$ cat config.mk
export PLATFORM = sky130hd
export DESIGN_NAME = axi_burst_to_lite
export DESIGN_NICKNAME = d
export VERILOG_FILES = /design/src/rtl/axi_burst_to_lite.sv
export SDC_FILE = /design/constraint.sdc
export NUM_CORES = 1
export LEC_CHECK = 0
export ABC_AREA = 1
export BUFFER_PORTS_ARGS = -buffer_cell sky130_fd_sc_hd__buf_2
export CAP_MARGIN = 20
export CORE_MARGIN = 4
export CORE_UTILIZATION = 50
export CTS_CLUSTER_SIZE = 30
export DETAILED_ROUTE_END_ITERATION = 12
export MAX_ROUTING_LAYER = met4
export PLACE_DENSITY = 0.79
export SLEW_MARGIN = 10
export SYNTH_ARGS = -nofsm -noshare
export SYNTH_HDL_FRONTEND = slang
export SYNTH_SLANG_ARGS = --single-unit
$ cat constraint.sdc
create_clock -name aclk -period 2.81 [get_ports aclk]
set_input_delay 0.281 -clock aclk [delete_from_list [all_inputs] [get_ports aclk]]
set_output_delay 0.281 -clock aclk [all_outputs]
set_load 0.005 [all_outputs]
$ cat src/rtl/axi_burst_to_lite.sv
// axi_burst_to_lite
//   Converts AXI4 bursts into sequences of single-beat AXI-Lite transactions.
//   The read and write paths are independent and each serves one burst at a time.
//
//   Compile-time option: BURST_WRAP_EN. When it is defined, WRAP bursts wrap
//   at the (len+1)<<size boundary. When it is undefined, WRAP is treated as
//   INCR and no wrap logic is built.
//
// Ports
//   aclk, aresetn         clock, asynchronous active-low reset
//   s_axi_aw*/w*/b*       AXI4 write slave port (ID_W-bit ids)
//   s_axi_ar*/r*          AXI4 read slave port
//   m_axi_aw*/w*/b*       AXI-Lite write master port
//   m_axi_ar*/r*          AXI-Lite read master port
module axi_burst_to_lite #(
  parameter int ID_W = 4
) (
  input  logic            aclk,
  input  logic            aresetn,
  input  logic [ID_W-1:0] s_axi_awid,
  input  logic [31:0]     s_axi_awaddr,
  input  logic [7:0]      s_axi_awlen,
  input  logic [2:0]      s_axi_awsize,
  input  logic [1:0]      s_axi_awburst,
  input  logic [2:0]      s_axi_awprot,
  input  logic            s_axi_awvalid,
  output logic            s_axi_awready,
  input  logic [31:0]     s_axi_wdata,
  input  logic [3:0]      s_axi_wstrb,
  input  logic            s_axi_wlast,
  input  logic            s_axi_wvalid,
  output logic            s_axi_wready,
  output logic [ID_W-1:0] s_axi_bid,
  output logic [1:0]      s_axi_bresp,
  output logic            s_axi_bvalid,
  input  logic            s_axi_bready,
  input  logic [ID_W-1:0] s_axi_arid,
  input  logic [31:0]     s_axi_araddr,
  input  logic [7:0]      s_axi_arlen,
  input  logic [2:0]      s_axi_arsize,
  input  logic [1:0]      s_axi_arburst,
  input  logic [2:0]      s_axi_arprot,
  input  logic            s_axi_arvalid,
  output logic            s_axi_arready,
  output logic [ID_W-1:0] s_axi_rid,
  output logic [31:0]     s_axi_rdata,
  output logic [1:0]      s_axi_rresp,
  output logic            s_axi_rlast,
  output logic            s_axi_rvalid,
  input  logic            s_axi_rready,
  output logic [31:0]     m_axi_awaddr,
  output logic [2:0]      m_axi_awprot,
  output logic            m_axi_awvalid,
  input  logic            m_axi_awready,
  output logic [31:0]     m_axi_wdata,
  output logic [3:0]      m_axi_wstrb,
  output logic            m_axi_wvalid,
  input  logic            m_axi_wready,
  input  logic [1:0]      m_axi_bresp,
  input  logic            m_axi_bvalid,
  output logic            m_axi_bready,
  output logic [31:0]     m_axi_araddr,
  output logic [2:0]      m_axi_arprot,
  output logic            m_axi_arvalid,
  input  logic            m_axi_arready,
  input  logic [31:0]     m_axi_rdata,
  input  logic [1:0]      m_axi_rresp,
  input  logic            m_axi_rvalid,
  output logic            m_axi_rready
);

  localparam logic [1:0] R_IDLE  = 2'd0;
  localparam logic [1:0] R_ADDR  = 2'd1;
  localparam logic [1:0] R_DATA  = 2'd2;

  localparam logic [2:0] W_IDLE  = 3'd0;
  localparam logic [2:0] W_DATA  = 3'd1;
  localparam logic [2:0] W_ISSUE = 3'd2;
  localparam logic [2:0] W_RESP  = 3'd3;
  localparam logic [2:0] W_B     = 3'd4;

  // Beat-to-beat address step. FIXED holds, reserved behaves as INCR.
  function automatic logic [31:0] next_addr(input logic [31:0] addr, input logic [2:0] size,
                                            input logic [1:0] burst, input logic [7:0] len);
    logic [31:0] step;
`ifdef BURST_WRAP_EN
    logic [31:0] mask;
    mask = (({24'd0, len} + 32'd1) << size) - 32'd1;
`else
    logic [7:0] unused_len;
    unused_len = len;
`endif
    step = 32'd1 << size;
    next_addr = addr + step;
    if (burst == 2'b00) next_addr = addr;
`ifdef BURST_WRAP_EN
    if (burst == 2'b10) next_addr = (addr & ~mask) | ((addr + step) & mask);
`endif
  endfunction

  logic            unused_wlast;
  assign unused_wlast = s_axi_wlast;

  // ---------------- read path ----------------
  logic [1:0]      r_state;
  logic [ID_W-1:0] r_id;
  logic [31:0]     r_addr;
  logic [7:0]      r_len, r_cnt;
  logic [2:0]      r_size, r_prot;
  logic [1:0]      r_burst;

  assign s_axi_arready = (r_state == R_IDLE);
  assign m_axi_arvalid = (r_state == R_ADDR);
  assign m_axi_araddr  = r_addr;
  assign m_axi_arprot  = r_prot;
  assign s_axi_rvalid  = (r_state == R_DATA) && m_axi_rvalid;
  assign m_axi_rready  = (r_state == R_DATA) && s_axi_rready;
  assign s_axi_rdata   = m_axi_rdata;
  assign s_axi_rresp   = m_axi_rresp;
  assign s_axi_rid     = r_id;
  assign s_axi_rlast   = (r_cnt == r_len);

  always_ff @(posedge aclk or negedge aresetn) begin
    if (!aresetn) begin
      r_state <= R_IDLE;
      r_id    <= '0;
      r_addr  <= '0;
      r_len   <= '0;
      r_cnt   <= '0;
      r_size  <= '0;
      r_prot  <= '0;
      r_burst <= '0;
    end else begin
      case (r_state)
        R_IDLE: if (s_axi_arvalid) begin
          r_id    <= s_axi_arid;
          r_addr  <= s_axi_araddr;
          r_len   <= s_axi_arlen;
          r_size  <= s_axi_arsize;
          r_burst <= s_axi_arburst;
          r_prot  <= s_axi_arprot;
          r_cnt   <= '0;
          r_state <= R_ADDR;
        end
        R_ADDR: if (m_axi_arready) r_state <= R_DATA;
        R_DATA: if (m_axi_rvalid && s_axi_rready) begin
          if (r_cnt == r_len) begin
            r_state <= R_IDLE;
          end else begin
            r_cnt   <= r_cnt + 8'd1;
            r_addr  <= next_addr(r_addr, r_size, r_burst, r_len);
            r_state <= R_ADDR;
          end
        end
        default: r_state <= R_IDLE;
      endcase
    end
  end

  // ---------------- write path ----------------
  logic [2:0]      w_state;
  logic [ID_W-1:0] w_id;
  logic [31:0]     w_addr, w_data_q;
  logic [3:0]      w_strb_q;
  logic [7:0]      w_len, w_cnt;
  logic [2:0]      w_size, w_prot;
  logic [1:0]      w_burst, b_acc;
  logic            aw_done, wd_done;
  logic            aw_fire, wd_fire;

  assign s_axi_awready = (w_state == W_IDLE);
  assign s_axi_wready  = (w_state == W_DATA);
  // AW and W rise together; each drops on its own handshake.
  assign m_axi_awvalid = (w_state == W_ISSUE) && !aw_done;
  assign m_axi_wvalid  = (w_state == W_ISSUE) && !wd_done;
  assign m_axi_awaddr  = w_addr;
  assign m_axi_awprot  = w_prot;
  assign m_axi_wdata   = w_data_q;
  assign m_axi_wstrb   = w_strb_q;
  assign m_axi_bready  = (w_state == W_RESP);
  assign s_axi_bvalid  = (w_state == W_B);
  assign s_axi_bid     = w_id;
  assign s_axi_bresp   = b_acc;
  assign aw_fire       = m_axi_awvalid && m_axi_awready;
  assign wd_fire       = m_axi_wvalid && m_axi_wready;

  always_ff @(posedge aclk or negedge aresetn) begin
    if (!aresetn) begin
      w_state  <= W_IDLE;
      w_id     <= '0;
      w_addr   <= '0;
      w_data_q <= '0;
      w_strb_q <= '0;
      w_len    <= '0;
      w_cnt    <= '0;
      w_size   <= '0;
      w_prot   <= '0;
      w_burst  <= '0;
      b_acc    <= '0;
      aw_done  <= 1'b0;
      wd_done  <= 1'b0;
    end else begin
      case (w_state)
        W_IDLE: if (s_axi_awvalid) begin
          w_id    <= s_axi_awid;
          w_addr  <= s_axi_awaddr;
          w_len   <= s_axi_awlen;
          w_size  <= s_axi_awsize;
          w_burst <= s_axi_awburst;
          w_prot  <= s_axi_awprot;
          w_cnt   <= '0;
          w_state <= W_DATA;
        end
        W_DATA: if (s_axi_wvalid) begin
          w_data_q <= s_axi_wdata;
          w_strb_q <= s_axi_wstrb;
          aw_done  <= 1'b0;
          wd_done  <= 1'b0;
          w_state  <= W_ISSUE;
        end
        W_ISSUE: begin
          if (aw_fire) aw_done <= 1'b1;
          if (wd_fire) wd_done <= 1'b1;
          if ((aw_done || aw_fire) && (wd_done || wd_fire)) w_state <= W_RESP;
        end
        W_RESP: if (m_axi_bvalid) begin
          // Worst response across the burst is reported once at the end.
          if (m_axi_bresp > b_acc) b_acc <= m_axi_bresp;
          if (w_cnt == w_len) begin
            w_state <= W_B;
          end else begin
            w_cnt   <= w_cnt + 8'd1;
            w_addr  <= next_addr(w_addr, w_size, w_burst, w_len);
            w_state <= W_DATA;
          end
        end
        W_B: if (s_axi_bready) begin
          b_acc   <= 2'b00;
          w_state <= W_IDLE;
        end
        default: w_state <= W_IDLE;
      endcase
    end
  end

endmodule

==> impl_metrics.yaml <==
grt:
  antenna_found_initial: 0
  gr-total-overflow: 0
  track_usage_pct: 25.43
  grt_pass1_vias: 10070
  grt_start_max_net_pins: 68
  grt_pass1_wl_um: 48210
critical_path:
  cp-end-kind: "flop"
  required_ps: 3140
  r2r-end: "m_axi_araddr[27]"
  crit_path_start: "r_size[0]"
  rrSetupSlack_ps: 460
  reg2reg_depth: 13
  critPathKind: "reg2reg"
  path_cells: "inv_1, nor3_1, ha_1, nand2_1, inv_1, a21oi_1, nand2_1, nand2_1, nand2_1, nand3_1, nand3_1, nand2_1, nand2_1"
  cpPeakStageDelay_ps: 410
  critPathSlowestCell: "dfrtp_1"
  arrival_ps: 2680
  path_max_fanout: 5
  r2r_start: "r_size[0]"
  cp-start-kind: "flop"
  endpoint: "m_axi_araddr[27]"
  critical_path.most_common_cell: "nand2_1"
timing:
  fmax_mhz: 424.8
  finalSetupViolCount: 0
  tns_ps: 0
  period_needed_ps: 2354
  rsz0062_at_grt: "false"
  timing.slew.headroom_pct: 34.54
  maxSlewViolCount: 0
  tightest_slew_ps: 979.5
  min_period_over_period_pct: 83.77
  finalHoldViolations: 0
  finalClockSkew_ps: 16.68
  holdWs_ps: 32.62
drt:
  wl_per_cell_um: 14.47
  dr.pass1.iters: 6
  drc: 0
  drt_wl_total_um: 29070
  final_antenna_net_count: 0
  num_vias: 10300
  viasPerCell: 5.129
  initialDrtViolationCount: 529
die:
  rows: 52
  die_area_mm2: 0.02330
  initial_core_util_pct: 51.21
  die_y_um: 152.6
  coreArea_mm2: 0.02043
  chipWidth_um: 152.6
  ios: 350
layout:
  nNetsFinal: 1937
  multi_input_area_mm2: 0.005326
  syn2layout_area_growth_pct: 18.55
  antenna_cells: 0
  ff_latch_area_mm2: 0.004129
  drive_gt1_share_pct: 21.92
  post-route-util_pct: 60.71
  n_fill_cell: 1877
logic_synthesis:
  yosys.area.top_type_share_pct: 39.47
  synth_seq_area_share_pct: 39.47
  synth_area_mm2: 0.01046
  syn-instance-count: 1491
  synth-async-reset-ratio_pct: 100.0
  avgSynthCellArea_um2: 7.016
  ys_ff_latch: 165
  synthTopCellsByArea: "dfrtp_1, nand2_1, nand3_1, nor2_1, inv_1"
  yosys_most_used_dff: "dfrtp_1"
  ys_types: 43
  synthesis.nets: 1702
  synth_edf_count: 0
  yosys.area.top_type: "dfrtp_1"
  yosys_warnings: 0
power:
  ir_drop_uv: 530.6
  finalPower_uw: 13200
  cellLeakagePower_uw: 0.006745
  powerDensity_mw_per_mm2: 1064
clocking:
  cts.clk_slew.worst_paths_ps: 80
  numCtsBuffers: 17
  cts_tree: "yes"
  cts_root_buf: "clkbuf_16"
  htree_levels: 4
  clk_latency_ps: 440
  cts.path.max_buffers: 2
  cts_num_sinks: 165
outcome:
  status: "finished, final reports clean"
placement:
  io_buffers: 280
  dp_hpwl_um: 22130
  gp_congestion: 0.9645
hold_path:
  hp-class: "in2reg"
  worstHoldStart: "s_axi_wdata[11]"
flow_run:
  drv_cap: 0
-- logic make-up (layout without fill, tap and decap cells) --
kind of cell               count (synthesis)  after routing  share of synthesized area, %
and+or+nand+nor                          963            963                         38.32
buffers and inverters                    209            456                         9.616
DFF                                      165            165                         39.47
AOI/OAI and AO/OA                         72             72                         4.079
xor gates and xnor gates                  30             30                         2.512
muxes                                     30             30                         3.229
adders and majority gates                 22             22                         2.775
-- registers in the layout (all words and copies together), names as in the netlist, 8 cells and up --
signal and count:
m_axi_wdata 32, r_cnt 8, r_len 8, m_axi_araddr 32, w_cnt 8, m_axi_awaddr 32, w_len 8
-- worst min-delay path by stage --
| stage | to | slack [ps] | depth (start not counted) |
|---|---|---|---|
| floorplan | aw_done | -10 | 0 |
| global placement | m_axi_wdata[11] | 210 | 1 |
| detailed placement | r_len[7] | 210 | 1 |
| CTS | m_axi_wdata[11] | 20 | 3 |
| global route | m_axi_wdata[18] | 30 | 3 |
| finish | m_axi_wdata[11] | 30 | 3 |
-- metal layers --
metal  up-vias  share of wire, %  GRT usage, %
met5         -                 0             -
met4         0               2.9         9.504
met3        73               6.5         4.431
met2       371                49         43.62
met1      4717                42         30.01
li1       5139                 -             -
-- synth_stat cells, types with 2 or more instances --
cell type / count
a21oi_1: 22
and2_1: 2
buf_2: 18
buf_4: 38
buf_6: 7
clkbuf_1: 12
clkinv_1: 2
dfrtp_1: 165
fa_1: 2
ha_1: 20
inv_1: 127
inv_2: 3
mux2_2: 30
nand2_1: 593
nand3_1: 123
nand3_2: 3
nand3b_1: 17
nand4_1: 12
nor2_1: 159
nor3_1: 34
nor4_1: 2
o211ai_1: 5
o21ai_0: 19
o21ai_1: 9
o21ai_2: 6
o31ai_1: 7
or2_2: 10
xnor2_1: 21
xor2_1: 9
-- per-stage QoR --
stage               setup slack (ps)  cells  cell area [um^2]
finish                         456.0   2008             12400
global route                   160.0   2008             12400
CTS                            486.2   2008             12400
detailed placement             496.7   1976             11810
global placement               597.9   1976             11810
floorplan                      828.2   1491             10460
-- placed cells by master, fill, tap and decap left out, types with 2 or more instances in the layout --
cell / instances
inv_6: 3
nand3b_1: 17
inv_8: 5
nor2_1: 159
xnor2_1: 21
nor4_1: 2
clkinv_4: 2
buf_2: 279
dfrtp_1: 165
nand4_1: 12
clkbuf_16: 17
and2_1: 2
o31ai_1: 7
a21oi_1: 22
o21ai_1: 9
o21ai_0: 19
clkinv_8: 3
ha_1: 20
buf_12: 2
nand3_2: 3
or2_2: 10
buf_4: 9
inv_2: 3
clkinv_1: 2
nor3_1: 34
fa_1: 2
o211ai_1: 5
mux2_2: 30
inv_1: 127
nand3_1: 123
xor2_1: 9
nand2_1: 593
o21ai_2: 6
-- worst max-delay path: cells and delay by family (launching register included) --
family | cells | cell delay, ps
compound gates | 1 | 190
fa+ha+maj | 1 | 330
simple gates | 9 | 1140
flops | 1 | 410
buf+inv | 2 | 170
-- area by class of cell --
cell class,instances,share of cell area [%]
well taps,270,2.724
clock inverters,14,1.261
repair buffers,292,12.30
clock buffers,17,3.430
multi-input cells,1117,42.95
flip-flops and latches,165,33.29
inverters,133,4.046
-- timing repair --
action	in CTS	in global routing
endpoints found under the hold margin	37	0
hold buffers	1	0
buffers inserted	0	0
resized for setup	0	0
-- where the power goes --
| part | total, uW | switching, uW | internal, uW |
|---|---|---|---|
| Combinational | 6240 | 3720 | 2520 |
| Sequential | 4620 | 1150 | 3470 |
| Clock | 2340 | 1150 | 1190 |
| Total | 13200 | 6030 | 7170 |
(Power assumes the default switching activity.)
